[config.mk]
export PLATFORM = sky130hd
export DESIGN_NAME = hello_marquee_display
export DESIGN_NICKNAME = d
export VERILOG_FILES = /design/src/rtl/hello_marquee_display.sv
export SDC_FILE = /design/constraint.sdc
export NUM_CORES = 1
export LEC_CHECK = 0
export ABC_AREA = 1
export BUFFER_PORTS_ARGS = -buffer_cell sky130_fd_sc_hd__buf_4
export CAP_MARGIN = 10
export CORE_MARGIN = 2
export CORE_UTILIZATION = 35
export DETAILED_ROUTE_END_ITERATION = 10
export PLACE_DENSITY_LB_ADDON = 0.12
export SYNTH_ARGS = -nofsm -noshare
export SYNTH_HDL_FRONTEND = slang
export SYNTH_SLANG_ARGS = --single-unit
export TNS_END_PERCENT = 20
[constraint.sdc]
create_clock -name Clk -period 4.09 [get_ports Clk]
set_input_delay 0.2045 -clock Clk [delete_from_list [all_inputs] [get_ports Clk]]
set_output_delay 0.2045 -clock Clk [all_outputs]
set_load 0.01 [all_outputs]
[src/rtl/hello_marquee_display.sv]
`default_nettype none
`timescale 1ns/1ps
//==============================================================================
// Module   : hello_marquee_display
// Desc     : Ring-buffered HELLO character store driving seven-segment digits,
//            either static or scrolling as a marquee at a prescaled rate.
// Revision : 1.0 - initial release
//==============================================================================
module hello_marquee_display #(
    parameter int TICK_DIV = 25_000_000,
    parameter int DEPTH    = 8,
    parameter int DIGITS   = 6
) (
    input  logic                         Clk,
    input  logic                         Clr,
    input  logic [2:0]                   Code,
    input  logic                         Load,
    input  logic                         Run,
    output logic [7*DIGITS-1:0]          Seg,
    output logic                         Step,
    output logic [$clog2(DEPTH+1)-1:0]   Count,
    output logic                         Full
);

    localparam int c_PTR_W  = (DEPTH > 1) ? $clog2(DEPTH) : 1;
    localparam int c_CNT_W  = $clog2(DEPTH+1);
    localparam int c_TICK_W = $clog2(TICK_DIV);

    localparam logic [1:0] c_IDLE   = 2'd0;
    localparam logic [1:0] c_FILL   = 2'd1;
    localparam logic [1:0] c_SCROLL = 2'd2;

    localparam logic [2:0] c_BLANK = 3'b100;

    logic [1:0]            r_state;
    logic [2:0]            r_ring [DEPTH];
    logic [c_PTR_W-1:0]    r_wr_ptr;
    logic [c_PTR_W-1:0]    r_ofs;
    logic [c_TICK_W-1:0]   r_presc;
    logic [c_CNT_W-1:0]    r_count;
    logic                  r_step;
    logic [7*DIGITS-1:0]   r_seg;

    logic                  w_full;
    logic                  w_load_ok;
    logic [7*DIGITS-1:0]   w_seg;

    function automatic logic [6:0] f_decode(input logic [2:0] code);
        case (code)
            3'b000:  f_decode = 7'b0001001;
            3'b001:  f_decode = 7'b0000110;
            3'b010:  f_decode = 7'b1000111;
            3'b011:  f_decode = 7'b1000000;
            default: f_decode = 7'b1111111;
        endcase
    endfunction

    assign w_full    = (r_count == c_CNT_W'(DEPTH));
    assign w_load_ok = Load && !w_full && (r_state != c_SCROLL);

    // ofs < DEPTH and k < DEPTH, so one conditional subtract gives the modulo
    for (genvar k = 0; k < DIGITS; k++) begin : g_digit
        logic [c_PTR_W:0]   w_sum;
        logic [c_PTR_W-1:0] w_idx;
        assign w_sum = {1'b0, r_ofs} + (c_PTR_W+1)'(k);
        assign w_idx = (w_sum >= (c_PTR_W+1)'(DEPTH)) ?
                       c_PTR_W'(w_sum - (c_PTR_W+1)'(DEPTH)) : w_sum[c_PTR_W-1:0];
        assign w_seg[7*(DIGITS-k)-1 -: 7] = f_decode(r_ring[w_idx]);
    end

    always_ff @(posedge Clk or posedge Clr) begin
        if (Clr) begin
            r_state  <= c_IDLE;
            for (int i = 0; i < DEPTH; i++) r_ring[i] <= c_BLANK;
            r_wr_ptr <= '0;
            r_ofs    <= '0;
            r_presc  <= '0;
            r_count  <= '0;
            r_step   <= 1'b0;
            r_seg    <= '1;
        end else begin
            r_step <= 1'b0;
            r_seg  <= w_seg;

            if (w_load_ok) begin
                r_ring[r_wr_ptr] <= Code;
                r_wr_ptr         <= r_wr_ptr + c_PTR_W'(1);
                r_count          <= r_count + c_CNT_W'(1);
            end

            case (r_state)
                c_IDLE: begin
                    r_presc <= '0;
                    if (Load) r_state <= c_FILL;
                end
                c_FILL: begin
                    r_presc <= '0;
                    if (Run && (r_count != '0)) r_state <= c_SCROLL;
                end
                c_SCROLL: begin
                    if (!Run) begin
                        r_state <= c_FILL;
                        r_presc <= '0;
                    end else if (r_presc == c_TICK_W'(TICK_DIV-1)) begin
                        r_presc <= '0;
                        r_step  <= 1'b1;
                        r_ofs   <= (r_ofs == c_PTR_W'(DEPTH-1)) ? '0 : r_ofs + c_PTR_W'(1);
                    end else begin
                        r_presc <= r_presc + c_TICK_W'(1);
                    end
                end
                default: begin
                    r_state <= c_IDLE;
                    r_presc <= '0;
                end
            endcase
        end
    end

    assign Seg   = r_seg;
    assign Step  = r_step;
    assign Count = r_count;
    assign Full  = w_full;

endmodule
`default_nettype wire

-- After elaboration in Yosys (flattened, before gate mapping)
Cells that the tools add are included.
- bitwise operators: 7
- eq/ne operators: 27
- reduce and logical (&&, ||, !) cells: 15
- order comparisons: 14
- add/subtract/negate cells: 15
- mux-type cells: 44
- operator list (operator ; number):
    case mux 7 bit (4 select lines) ; 6
    two-way mux 25 bit ; 3
    two-way mux 3 bit ; 20
    binary-select mux 3 bit (select 3 bit) ; 6
    >= comparator 4 bit, second input constant ; 12
    equality test 3 x 2 -> 1 bit, second input constant ; 12
    NOT 3 -> 4 bit ; 7
    adder 25 x 1 -> 25 bit, second input constant ; 1
    equality test 25 bit, second input constant ; 1
    bitwise mux 24 bit ; 1
    equality test 3 x 1 -> 1 bit, second input constant ; 6
    logical NOT 3 bit ; 6
    subtractor 3 x 1 -> 3 bit, second input constant ; 6
    demux 3 bit (select 3 bit) ; 1
    adder 3 x 2 -> 4 bit, second input constant ; 2
    adder 3 x 3 -> 4 bit, second input constant ; 2
    inequality test 2 bit, second input constant ; 4
    adder 3 x 1 -> 3 bit, second input constant ; 2
    two-way mux 2 bit ; 3
    case mux 2 bit (3 select lines) ; 1
    AND reduction 3 bit ; 2
    adder 3 x 1 -> 4 bit, second input constant ; 1
    adder 4 x 1 -> 4 bit, second input constant ; 1
    equality test 4 bit, second input constant ; 1
    other kinds (10) ; 15
- input port bits: 7
- register bits after elaboration: 104
- output and inout bits: 48
- word-level logic and storage cells: 137

-- Logic depth before layout (Yosys ltp)
Gate-level depths: netlist (run 1).
- word-level depth: 9
- depth in mapped cells: 12
- gate-level depth less buffers: 10

-- Worst setup path after synthesis (run 1)
OpenSTA, ideal clock, no wires.
- kind: register -> register
- from: register r_ofs[0]
- to: register r_seg[2], in the netlist Seg[2]
- arrival time: 1717 ps
- library setup time: 64 ps
- cell stages (with the launch flop): 13
- setup slack: 2310 ps
- required time: 4026 ps
- period minus slack after synthesis: 1780 ps
- buffers on the path: 3
- path through: dfrtp_1 > buf_6 > inv_8 > buf_6 > ha_1 > inv_1 > buf_2 > nand3_1 > nand2_1 > nand2_1 > nand2_1 > nand2_1 > nand3_1
- longest elaborated chain between the ends: 9
- elaborated cells on any way between the ends: 13
- those cells by class: add/sub (2); order compare (1); eq/ne (3); mux (5); bitwise (1); reduce/logical (1)
- RTL lines (item ; line ; RTL):
    from (decl) ; 38 ; logic [c_PTR_W-1:0] r_ofs;
    from (signal assigned) ; 107 ; r_ofs <= (r_ofs == c_PTR_W'(DEPTH-1)) ? '0 : r_ofs + c_PTR_W'(1);
    adder 3 x 3 -> 4 bit * ; 65 ; assign w_sum = {1'b0, r_ofs} + (c_PTR_W+1)'(k);
    >= comparator 4 bit or subtractor 3 x 1 -> 3 bit (tied branches) ; 66, 67 ;
    two-way mux 3 bit * ; 66 ; assign w_idx = (w_sum >= (c_PTR_W+1)'(DEPTH)) ?
    NOT 3 -> 4 bit (not written as such) * ; 68 ; assign w_seg[7*(DIGITS-k)-1 -: 7] = f_decode(r_ring[w_idx]);
    binary-select mux 3 bit (select 3 bit) * ; 68 ;
    two-way mux 3 bit (not written as such) * (2 in a row) ; 68 ;
    equality test 3 x 2 -> 1 bit (tied with other cells) ; 49 ; case (code)
    case mux 7 bit (4 select lines) * ; 49 ;
    to (signal assigned) ; 83 ; r_seg <= w_seg;
    to (decl) ; 42 ; logic [7*DIGITS-1:0] r_seg;
Every way passes the cells marked *; elsewhere a longest branch is shown, timed or not. The select of a mux whose other input is x is not followed.
A chain may end at the register's enable or synchronous reset.

-- Final worst setup path (run 1)
- from: register r_ofs[1]
- to: register r_seg[30], in the netlist Seg[30]
- longest elaborated chain between the ends: 9
- elaborated cells on any way between the ends: 13
- those cells by class: add/sub (2); order compare (1); eq/ne (3); mux (5); bitwise (1); reduce/logical (1)
- RTL lines (item ; line):
    adder 3 x 1 -> 4 bit * ; 65
    >= comparator 4 bit or subtractor 3 x 1 -> 3 bit (tied branches) ; 66, 67
    two-way mux 3 bit * ; 66
    NOT 3 -> 4 bit (not written as such) * ; 68
    binary-select mux 3 bit (select 3 bit) * ; 68
    two-way mux 3 bit (not written as such) * (2 in a row) ; 68
    equality test 3 x 2 -> 1 bit (tied with other cells) ; 49
    case mux 7 bit (4 select lines) * ; 49
Marked as above.

==> results of run 1 <==
==> through the flow <==
stage / util (%) / hold slack [ns] / cells / area [sq um]
after global placement: 39.2 / 0.241 / 903 / 5710
after global routing: 41.2 / 0.155 / 920 / 6010
final: 41.2 / 0.137 / 920 / 6010
after detailed placement: 39.2 / 0.243 / 903 / 5710
after floorplan: - / 0.337 / 686 / 5270
after CTS: 41.2 / 0.121 / 920 / 6010
==> power groups by stage <==
stage / clock, W / sequential [W] / combinational [W]
final: 0.000791 / 0.00154 / 0.00137
after global routing: 0.000862 / 0.00159 / 0.00155
after CTS: 0.000825 / 0.00155 / 0.00139
after detailed placement: 0 / 0.00156 / 0.00139
after global placement: 0 / 0.00155 / 0.00138
after floorplan: 0 / 0.00158 / 0.000855
==> how the worst max path moves through the flow <==
stage | from | to | slack, ns | cells after the start
after global routing | r_ofs[1] | Seg[30] | 1.36 | 10
final | r_ofs[1] | Seg[30] | 1.64 | 10
after CTS | r_ofs[1] | Seg[30] | 1.66 | 10
after floorplan | Clr | Count[0] | 1.56 | 1
after global placement | r_ofs[1] | Seg[2] | 1.70 | 9
after detailed placement | r_ofs[1] | Seg[30] | 1.68 | 10
==> cells in the mapped netlist, drive strengths merged <==
master | number | area, sq um
inv | 73 | 282
nand4 | 8 | 50.1
o21bai | 1 | 7.51
nor2 | 86 | 443
a21oi | 3 | 15.0
o2111ai | 1 | 8.76
buf | 24 | 210
o211ai | 1 | 7.51
dfstp | 38 | 998
or2 | 2 | 12.5
and2 | 1 | 6.26
ha | 8 | 100
xnor2 | 4 | 35.0
nand3 | 50 | 273
dfrtp | 54 | 1350
o21ai | 43 | 245
xor2 | 11 | 96.3
nand2 | 274 | 1100
nor3 | 4 | 20.0
==> flip-flops by register name, summed over array words and instances, names as in the netlist <==
name,cells
r_ring,24
r_state,2
Step,1
Count,4
Seg,30
r_presc,25
r_wr_ptr,3
r_ofs,3
==> routing by layer <==
| metal | global-route usage (%) | wire length [microns] |
|---|---|---|
| met5 | 0 | 0 |
| met4 | 6.14 | 252 |
| met3 | 2.91 | 471 |
| met2 | 25.6 | 5620 |
| met1 | 22.0 | 5910 |
==> final cells by class <==
cell class / instances / area [sq um] / share of cell area, %
Inverter: 73 / 283 / 4.71
Sequential cell: 92 / 2350 / 39.1
Multi-Input combinational cell: 497 / 2420 / 40.4
Tap cell: 184 / 230 / 3.83
Clock inverter: 3 / 21.3 / 0.354
Clock buffer: 13 / 260 / 4.33
Timing Repair Buffer: 58 / 438 / 7.29
==> repair_timing <==
| item | 4_1_cts | 5_1_grt |
|---|---|---|
| endpoints found under the setup margin | 0 | 0 |
| hold buffers | 1 | 0 |
| hold endpoints to repair | 15 | 0 |
==> cells by family (layout without fill, tap and decap cells) <==
family,Yosys count,after routing
simple gates,425,425
buf+inv,97,147
flops,92,92
compound gates,49,49
xor+xnor,15,15
fa+ha+maj,8,8
==> worst min-delay path: stages <==
cell and delay (ns):
buf_4 0.13, nand3_1 0.08, nor2_1 0.04
==> flow_metrics.py, run 1 <==
metrics = {
    "routing": {
        "final_antenna_net_count": 0,
        "drt_iter0_drc": 213,
        "routedWlPerCell_microns": 13.3,
        "drt-total-wl_mm": 12.3,
        "vias_per_cell": 4.60,
        "firstDrtPassIters": 4,
        "vias": 4231,
        "drc": 0,
    },
    "sta": {
        "fmax_mhz": 408,
        "timing.setup.tns_ns": 0,
        "slew_viol_final": 0,
        "setup_viol_count_final": 0,
        "finalHoldViolations": 0,
        "tightest_slew_ns": 0.538,
        "rsz0062_at_grt": "false",
        "min_period_ns": 2.45,
        "finalClockSkew_ns": 0.0107,
        "timing.final.ws_setup_ns": 1.64,
        "max-slew-margin-rel_pct": 64.2,
        "finalCritPeriodShare_pct": 60.0,
    },
    "clocking": {
        "clock_sinks": 92,
        "cts.repair.resized": 0,
        "cts_setup_buffers": 0,
        "insertion_delay_ns": 0.34,
        "clk_pin_slew_ns": 0.06,
        "cts_buffer_depth": 2,
        "clockRootBuffer": "clkbuf_16",
        "htreeDepth": 3,
        "cts_buffers": 9,
        "cts_tree": "yes",
    },
    "synth": {
        "syn_inst": 686,
        "syn_avg_cell_area_sq_um": 7.68,
        "synth_top_family_by_area": "simple AND/OR/NAND/NOR gates",
        "synth_compound_area_share_pct": 5.39,
        "ys_ff_latch": 92,
        "yosys.area_share.adder_pct": 1.90,
        "yosysWarnings": 0,
        "synth_fp_nets": 701,
        "ys_types": 32,
        "ys_seq_area_share_pct": 44.6,
        "synthMuxAreaShare_pct": 0,
        "synthSimpleGateAreaFrac_pct": 36.2,
        "synth_xor_area_share_pct": 2.50,
        "netlist_area_sq_mm": 0.00527,
    },
    "floorplanning": {
        "dieHeight_microns": 127,
        "die-area_sq_mm": 0.0160,
        "die_x_microns": 127,
        "coreArea_sq_mm": 0.0146,
        "initial_core_util_pct": 36.1,
        "rows": 44,
        "io_pins": 55,
    },
    "pwr": {
        "finalPower_w": 0.00370,
        "power_density_mw_per_mm2": 616,
        "p_switching_w": 0.00135,
        "leakage_nw": 2.86,
        "pwr-share-seq_pct": 41.6,
        "vdd_drop_max_uv": 268,
        "pwr-share-comb_pct": 37.0,
        "p_clk_share_pct": 21.4,
        "swShare_pct": 36.5,
        "p_int_w": 0.00235,
    },
    "final_layout": {
        "drive_gt1_share_pct": 25.0,
        "nFillCells": 1529,
        "final_cell_mix": "248 x nand2_1, 65 x inv_1, 58 x nor2_1, 57 x buf_4, 54 x dfrtp_1",
        "final_net_count": 746,
        "area_growth_pct": 14.1,
        "diodes": 0,
        "mostFrequentLayoutCell": "nand2_1",
    },
    "placed_design": {
        "pre_cts_ws_ns": 1.68,
        "gp_congestion": 0.903,
        "portBuffers": 54,
        "dpl.hpwl_mm": 9.50,
    },
    "setup_path": {
        "crit_family": "buffers and inverters",
        "rr_worst_depth": 10,
        "arrival_ns": 2.72,
        "startpoint_type": "flip-flop",
        "worstPathBufferInverterCount": 3,
        "critPathMaxStageDelay_ns": 0.59,
        "reg2reg_slack_ns": 1.64,
        "crit_slowest_cell": "dfrtp_1",
        "path_cells": "inv_1 -> ha_1 -> inv_1 -> nand3_1 -> nand2_1 -> nand2_1 -> nand2_2 -> inv_1 -> nand2_1 -> nand3_1",
        "crit_required_ns": 4.36,
        "timing.rr.end": "Seg[30]",
        "path_max_fanout": 14,
        "critPathCaptureType": "flip-flop",
        "r2r_start": "r_ofs[1]",
        "worst-setup-path-type": "flip-flop to flip-flop",
    },
    "global_routing": {
        "grt_pass1_wl_mm": 20.7,
        "antenna_found_initial": 0,
        "grt_overflow_total": 0,
        "first_global_vias": 4155,
        "grt_max_degree": 38,
        "gr-usage-all-layers_pct": 16.1,
    },
    "worst_hold_path": {
        "hold_path.class": "input port to flip-flop",
        "min-delay-start": "Run",
        "holdPathStages": 3,
        "whs_endpoint": "r_presc[23]",
    },
    "run_status": {
        "outcome": "finished clean",
    },
    "run": {
        "maxCapViolations": 0,
    },
}
Note: power is estimated with default switching activity, not from simulation.
==> inputs of run 2 (changes only) <==
==> constraint.sdc (replaced) <==
create_clock -name Clk -period 2 [get_ports Clk]
set_input_delay 0.1 -clock Clk [delete_from_list [all_inputs] [get_ports Clk]]
set_output_delay 0.1 -clock Clk [all_outputs]
set_load 0.01 [all_outputs]
==> run 2 against run 1 <==
  * Core utilization rose by 0.92 points
  * Setup slack got worse by 1.4 ns
  * Maximum frequency rose by 38%
  * Power rose by 110%
  * Flip-flop and latch count did not move
  * Clock-buffer cell count fell by 4
  * Sequential share of layout area fell by 0.85 points
  * Cell count rose by 0.76%
  * Clock power rose by 150%
  * Combinational power rose by 100%
  * Clock skew fell by 0.0017 ns
  * Largest cell class unchanged
==> flow_metrics.py, run 2 (synthesized netlist as in run 1, its figures left out) <==
metrics = {
    "placed_design": {
        "post_dp_cell_area_sq_mm": 0.00578,
        "portBuffers": 54,
        "gp_congestion": 0.902,
        "dpl.hpwl_mm": 9.20,
        "dp.cells": 910,
    },
    "global_routing": {
        "antenna_found_initial": 0,
        "grt_max_degree": 67,
        "first_global_vias": 4080,
        "gr-usage-all-layers_pct": 15.9,
        "grt_pass1_wl_mm": 20.2,
        "grt_overflow_total": 0,
    },
    "clocking": {
        "clock_sinks": 92,
        "cts_buffer_depth": 2,
        "clk_pin_slew_ns": 0.07,
        "clockRootBuffer": "clkbuf_16",
        "insertion_delay_ns": 0.35,
        "cts_buffers": 9,
        "htreeDepth": 3,
        "cts_tree": "yes",
    },
    "final_layout": {
        "stdcell_count": 927,
        "finalCoreUtilization_pct": 42.1,
        "area_growth_pct": 16.6,
        "diodes": 0,
        "mostFrequentLayoutCell": "nand2_1",
        "final_net_count": 753,
        "largest_reg_flops": 30,
        "seq_area_sq_mm": 0.00235,
        "final_cell_mix": "248 x nand2_1, 65 x inv_1, 63 x buf_4, 58 x nor2_1, 54 x dfrtp_1",
        "nFillCells": 1490,
        "multiInputGateArea_sq_mm": 0.00242,
        "final_area_sq_mm": 0.00614,
        "drive_gt1_share_pct": 26.0,
    },
    "floorplanning": {
        "initial_core_util_pct": 36.1,
        "die_x_microns": 127,
        "dieHeight_microns": 127,
        "rows": 44,
        "die-area_sq_mm": 0.0160,
        "coreArea_sq_mm": 0.0146,
        "io_pins": 55,
    },
    "setup_path": {
        "critPathMaxStageDelay_ns": 0.50,
        "crit_required_ns": 2.29,
        "path_max_fanout": 9,
        "worstPathBufferInverterCount": 3,
        "worst-setup-path-type": "flip-flop to flip-flop",
        "path_cells": "inv_8 -> ha_1 -> inv_1 -> buf_4 -> nand2_1 -> nand2_1 -> nand2_1 -> nand2_1 -> nand2_1 -> nand3_1",
        "crit_slowest_cell": "dfrtp_1",
        "arrival_ns": 2.06,
        "startpoint_type": "flip-flop",
        "path_common_cell": "nand2_1",
        "crit_family": "flip-flops",
        "critPathCaptureType": "flip-flop",
        "reg2reg_slack_ns": 0.23,
    },
    "sta": {
        "tightest_slew_ns": 0.493,
        "finalClockSkew_ns": 0.00902,
        "min_period_ns": 1.77,
        "slew_viol_final": 0,
        "finalHoldViolations": 0,
        "finalCritPeriodShare_pct": 88.6,
        "fmax_mhz": 564,
        "timing.setup.tns_ns": 0,
        "setup_viol_count_final": 0,
        "max-slew-margin-rel_pct": 67.1,
        "rsz0062_at_grt": "false",
    },
    "routing": {
        "final_antenna_net_count": 0,
        "vias_per_cell": 4.64,
        "routedWlPerCell_microns": 12.9,
        "firstDrtPassIters": 4,
        "drt_iter0_drc": 340,
        "drc": 0,
        "vias": 4298,
        "drt-total-wl_mm": 12.0,
    },
    "pwr": {
        "vdd_drop_max_uv": 630,
        "leakage_nw": 2.92,
        "p_clk_share_pct": 24.8,
        "swShare_pct": 35.3,
        "p_int_w": 0.00513,
        "finalPower_w": 0.00793,
        "pwr-share-comb_pct": 35.4,
        "power_density_mw_per_mm2": 1290,
        "p_switching_w": 0.00280,
        "pwr-share-seq_pct": 39.8,
    },
    "worst_hold_path": {
        "hold_path.class": "input port to flip-flop",
    },
    "run": {
        "maxCapViolations": 0,
    },
    "run_status": {
        "outcome": "finished clean",
    },
}
==> run 2: cell types whose count changed in the layout (fill, tap and decap cells not counted), sizes merged <==
cell / previous run / this run
buf: 57 / 64
clkinv: 3 / 1
bufinv: 0 / 3
inv: 72 / 73
clkinvlp: 1 / 3
clkbuf: 13 / 9
==> run 2: worst paths after layout <==
kind | to | cells after the start | from
setup / recovery | Seg[16] | 10 | r_ofs[0]
hold / removal | r_presc[23] | 3 | Run
setup reg to reg | Seg[16] | 10 | r_ofs[0]
hold reg to reg | r_presc[0] | 1 | r_presc[0]
max in group asynchronous | r_ring[17] | 4 | Clr
min in group asynchronous | r_ofs[2] | 4 | Clr
==> run 2: worst min-delay path: stages <==
cell	delay, ns
buf_4	0.13
nand3_1	0.08
nor2_1	0.04
==> run 2: layout make-up <==
cell class,instances,share of cell area [%]
flip-flops and latches,92,38.3
repair buffers,65,8.19
clock inverters,7,2.00
well taps,184,3.75
clock buffers,9,3.67
inverters,73,4.65
multi-input cells,497,39.5
==> run 2: repair_timing <==
item / in CTS / in global routing
endpoints found under the setup margin: 0 / 0
setup buffers: 0 / 0
resized for setup: 0 / 0
endpoints found under the hold margin: 54 / 0
hold buffers: 1 / 0
==> run 2: power groups by stage <==
stage	Clock (W)	Sequential [W]	Combinational (W)
floorplan	0	0.00324	0.00175
global placement	0	0.00318	0.00282
detailed placement	0	0.00320	0.00284
CTS	0.00203	0.00317	0.00285
global route	0.00211	0.00324	0.00319
finish	0.00197	0.00316	0.00280
==> run 2: metal layers <==
layer / vias to the layer above / GRT usage [%] / routed length (microns)
li1: 2227 / - / -
met1: 1967 / 21.2 / 5550
met2: 82 / 24.7 / 5570
met3: 22 / 3.67 / 533
met4: 0 / 6.92 / 307
met5: - / 0 / 0
==> run 2: through the flow <==
stage | hold WS (ns) | setup slack, ns
2_1_floorplan | 0.233 | 0.220
3_3_place_gp | 0.239 | 0.295
3_5_place_dp | 0.237 | 0.239
4_1_cts | 0.00740 | 0.229
5_1_grt | 0.0142 | 0.0699
6_report | 0.0219 | 0.228
==> inputs of run 3 (changes only) <==
--- a/config.mk
+++ b/config.mk
@@ -12,6 +12,7 @@
 export CORE_UTILIZATION = 35
 export DETAILED_ROUTE_END_ITERATION = 10
 export PLACE_DENSITY_LB_ADDON = 0.12
+export RECOVER_POWER = 100
 export SYNTH_ARGS = -nofsm -noshare
 export SYNTH_HDL_FRONTEND = slang
 export SYNTH_SLANG_ARGS = --single-unit
==> run 3 against run 2 <==
  * First-iteration DRC count increased by 0.29%
  * Power decreased by 5.2%
  * Via count decreased by 0.23%
  * Cell area decreased by 4.2%
  * Non-clock buffer count unchanged
  * Worst hold slack got worse by 0.00060 ns
  * Die area unchanged
  * Cell count unchanged
  * Clock skew about the same
  * Clock power about the same
  * Largest power group unchanged
  * Highest routed layer unchanged
==> flow_metrics.py, run 3 (synthesized netlist as in run 1, its figures left out) <==
metrics = {
    "clocking": {
        "cts.repair.resized": 0,
        "clk_pin_slew_ns": 0.07,
        "clockRootBuffer": "clkbuf_16",
        "htreeDepth": 3,
        "cts_buffers": 9,
        "cts_setup_buffers": 0,
        "insertion_delay_ns": 0.35,
        "clock_sinks": 92,
        "cts_tree": "yes",
        "cts_buffer_depth": 2,
    },
    "placed_design": {
        "dpl.hpwl_mm": 9.20,
        "gp_congestion": 0.902,
        "portBuffers": 54,
        "pre_cts_ws_ns": 0.239,
    },
    "floorplanning": {
        "rows": 44,
        "die-area_sq_mm": 0.0160,
        "coreArea_sq_mm": 0.0146,
        "dieHeight_microns": 127,
        "io_pins": 55,
        "die_x_microns": 127,
        "initial_core_util_pct": 36.1,
    },
    "setup_path": {
        "arrival_ns": 2.11,
        "crit_required_ns": 2.28,
        "critPathCaptureType": "flip-flop",
        "worst-setup-path-type": "flip-flop to flip-flop",
        "path_max_fanout": 26,
        "startpoint_type": "flip-flop",
    },
    "pwr": {
        "finalPower_w": 0.00752,
        "p_clk_share_pct": 26.1,
        "pwr-share-seq_pct": 41.6,
        "leakage_nw": 2.74,
        "power_density_mw_per_mm2": 1280,
        "p_int_w": 0.00477,
        "vdd_drop_max_uv": 539,
        "pwr-share-comb_pct": 32.3,
        "p_switching_w": 0.00275,
        "swShare_pct": 36.6,
    },
    "run": {
        "maxCapViolations": 0,
    },
    "global_routing": {
        "first_global_vias": 4080,
        "antenna_found_initial": 0,
        "grt_max_degree": 67,
        "gr-usage-all-layers_pct": 15.9,
        "grt_pass1_wl_mm": 20.2,
        "grt_overflow_total": 0,
    },
    "routing": {
        "drt_iter0_drc": 341,
        "drt-total-wl_mm": 12.0,
        "firstDrtPassIters": 4,
        "final_antenna_net_count": 0,
        "vias": 4288,
        "drc": 0,
        "routedWlPerCell_microns": 12.9,
        "vias_per_cell": 4.63,
    },
    "sta": {
        "timing.final.ws_setup_ns": 0.166,
        "finalHoldViolations": 0,
        "max-slew-margin-rel_pct": 15.7,
        "rsz0062_at_grt": "false",
        "slew_viol_final": 0,
        "tightest_slew_ns": 1.26,
        "fmax_mhz": 545,
        "finalCritPeriodShare_pct": 91.7,
        "timing.setup.tns_ns": 0,
        "min_period_ns": 1.83,
        "setup_viol_count_final": 0,
        "finalClockSkew_ns": 0.00927,
    },
    "final_layout": {
        "diodes": 0,
        "largest_reg_flops": 30,
        "drive_gt1_share_pct": 16.3,
        "area_growth_pct": 11.7,
        "final_cell_mix": "255 x nand2_1, 68 x nor2_1, 67 x inv_1, 54 x dfrtp_1, 48 x nand3_1",
        "final_net_count": 753,
        "mostFrequentLayoutCell": "nand2_1",
    },
    "run_status": {
        "outcome": "finished clean",
    },
    "worst_hold_path": {
        "hold_path.class": "input port to flip-flop",
    },
}
[run 3: cell types whose count changed in the layout (fill, tap and decap cells not counted), sizes merged]
cell	before	now
buf	64	18
clkbuf	9	55
[run 3: stage by stage]
stage / std cells / hold WS [ns] / utilization (%) / cell area, sq um
after floorplan: 686 / 0.233 / - / 5270
after global placement: 910 / 0.239 / 39.6 / 5780
after detailed placement: 910 / 0.237 / 39.6 / 5780
after CTS: 927 / 0.00740 / 42.1 / 6140
after global routing: 927 / 0.0142 / 40.3 / 5880
final: 927 / 0.0213 / 40.3 / 5880
[run 3: final timing paths]
kind | startpoint | cells after the start | end | slack [ns]
min in group asynchronous | Clr | 4 | r_ofs[2] | 0.64
worst min-delay path | Run | 3 | r_presc[23] | 0.02
worst max-delay path | r_ofs[0] | 8 | Seg[37] | 0.17
worst min register to register | r_presc[0] | 1 | r_presc[0] | 0.46
worst max register to register | r_ofs[0] | 8 | Seg[37] | 0.17
max in group asynchronous | Clr | 4 | Step | 0.52
[run 3: area by class of cell]
| type | count | area, sq um |
|---|---|---|
| inverters | 73 | 285 |
| repair buffers | 65 | 323 |
| well taps | 184 | 230 |
| clock inverters | 7 | 123 |
| flip-flops and latches | 92 | 2350 |
| fillers | 1550 | 8710 |
| multi-input cells | 497 | 2340 |
| clock buffers | 9 | 225 |
[run 3: layer usage]
metal  GRT usage [%]  vias to the layer above  wire length, microns  part of all wire [%]
met5               0                        -                     0                     0
met4            6.92                        0                   335                   2.8
met1            21.2                     1957                  5590                    47
met3            3.67                       24                   507                   4.2
li1                -                     2222                     -                     -
met2            24.7                       85                  5560                    46
[run 3: worst max-delay path, cell delays in order, from the launching register on]
cell and delay (ns):
dfrtp_1 0.50, inv_8 0.03, buf_4 0.23, o21ai_0 0.45, nand2_1 0.10, nand2_1 0.12
nand2_1 0.06, nand2_1 0.16, nand3_1 0.09
[run 3: timing repair]
| action | 4_1_cts | 5_1_grt |
|---|---|---|
| endpoints found under the hold margin | 54 | 0 |
| endpoints found under the setup margin | 0 | 0 |
| hold buffers | 1 | 0 |
[run 3: power by group through the flow]
| stage | Clock [W] | Combinational [W] | Sequential (W) |
|---|---|---|---|
| detailed placement | 0 | 0.00284 | 0.00320 |
| global route | 0.00211 | 0.00280 | 0.00322 |
| CTS | 0.00203 | 0.00285 | 0.00317 |
| floorplan | 0 | 0.00175 | 0.00324 |
| global placement | 0 | 0.00282 | 0.00318 |
| finish | 0.00196 | 0.00243 | 0.00313 |
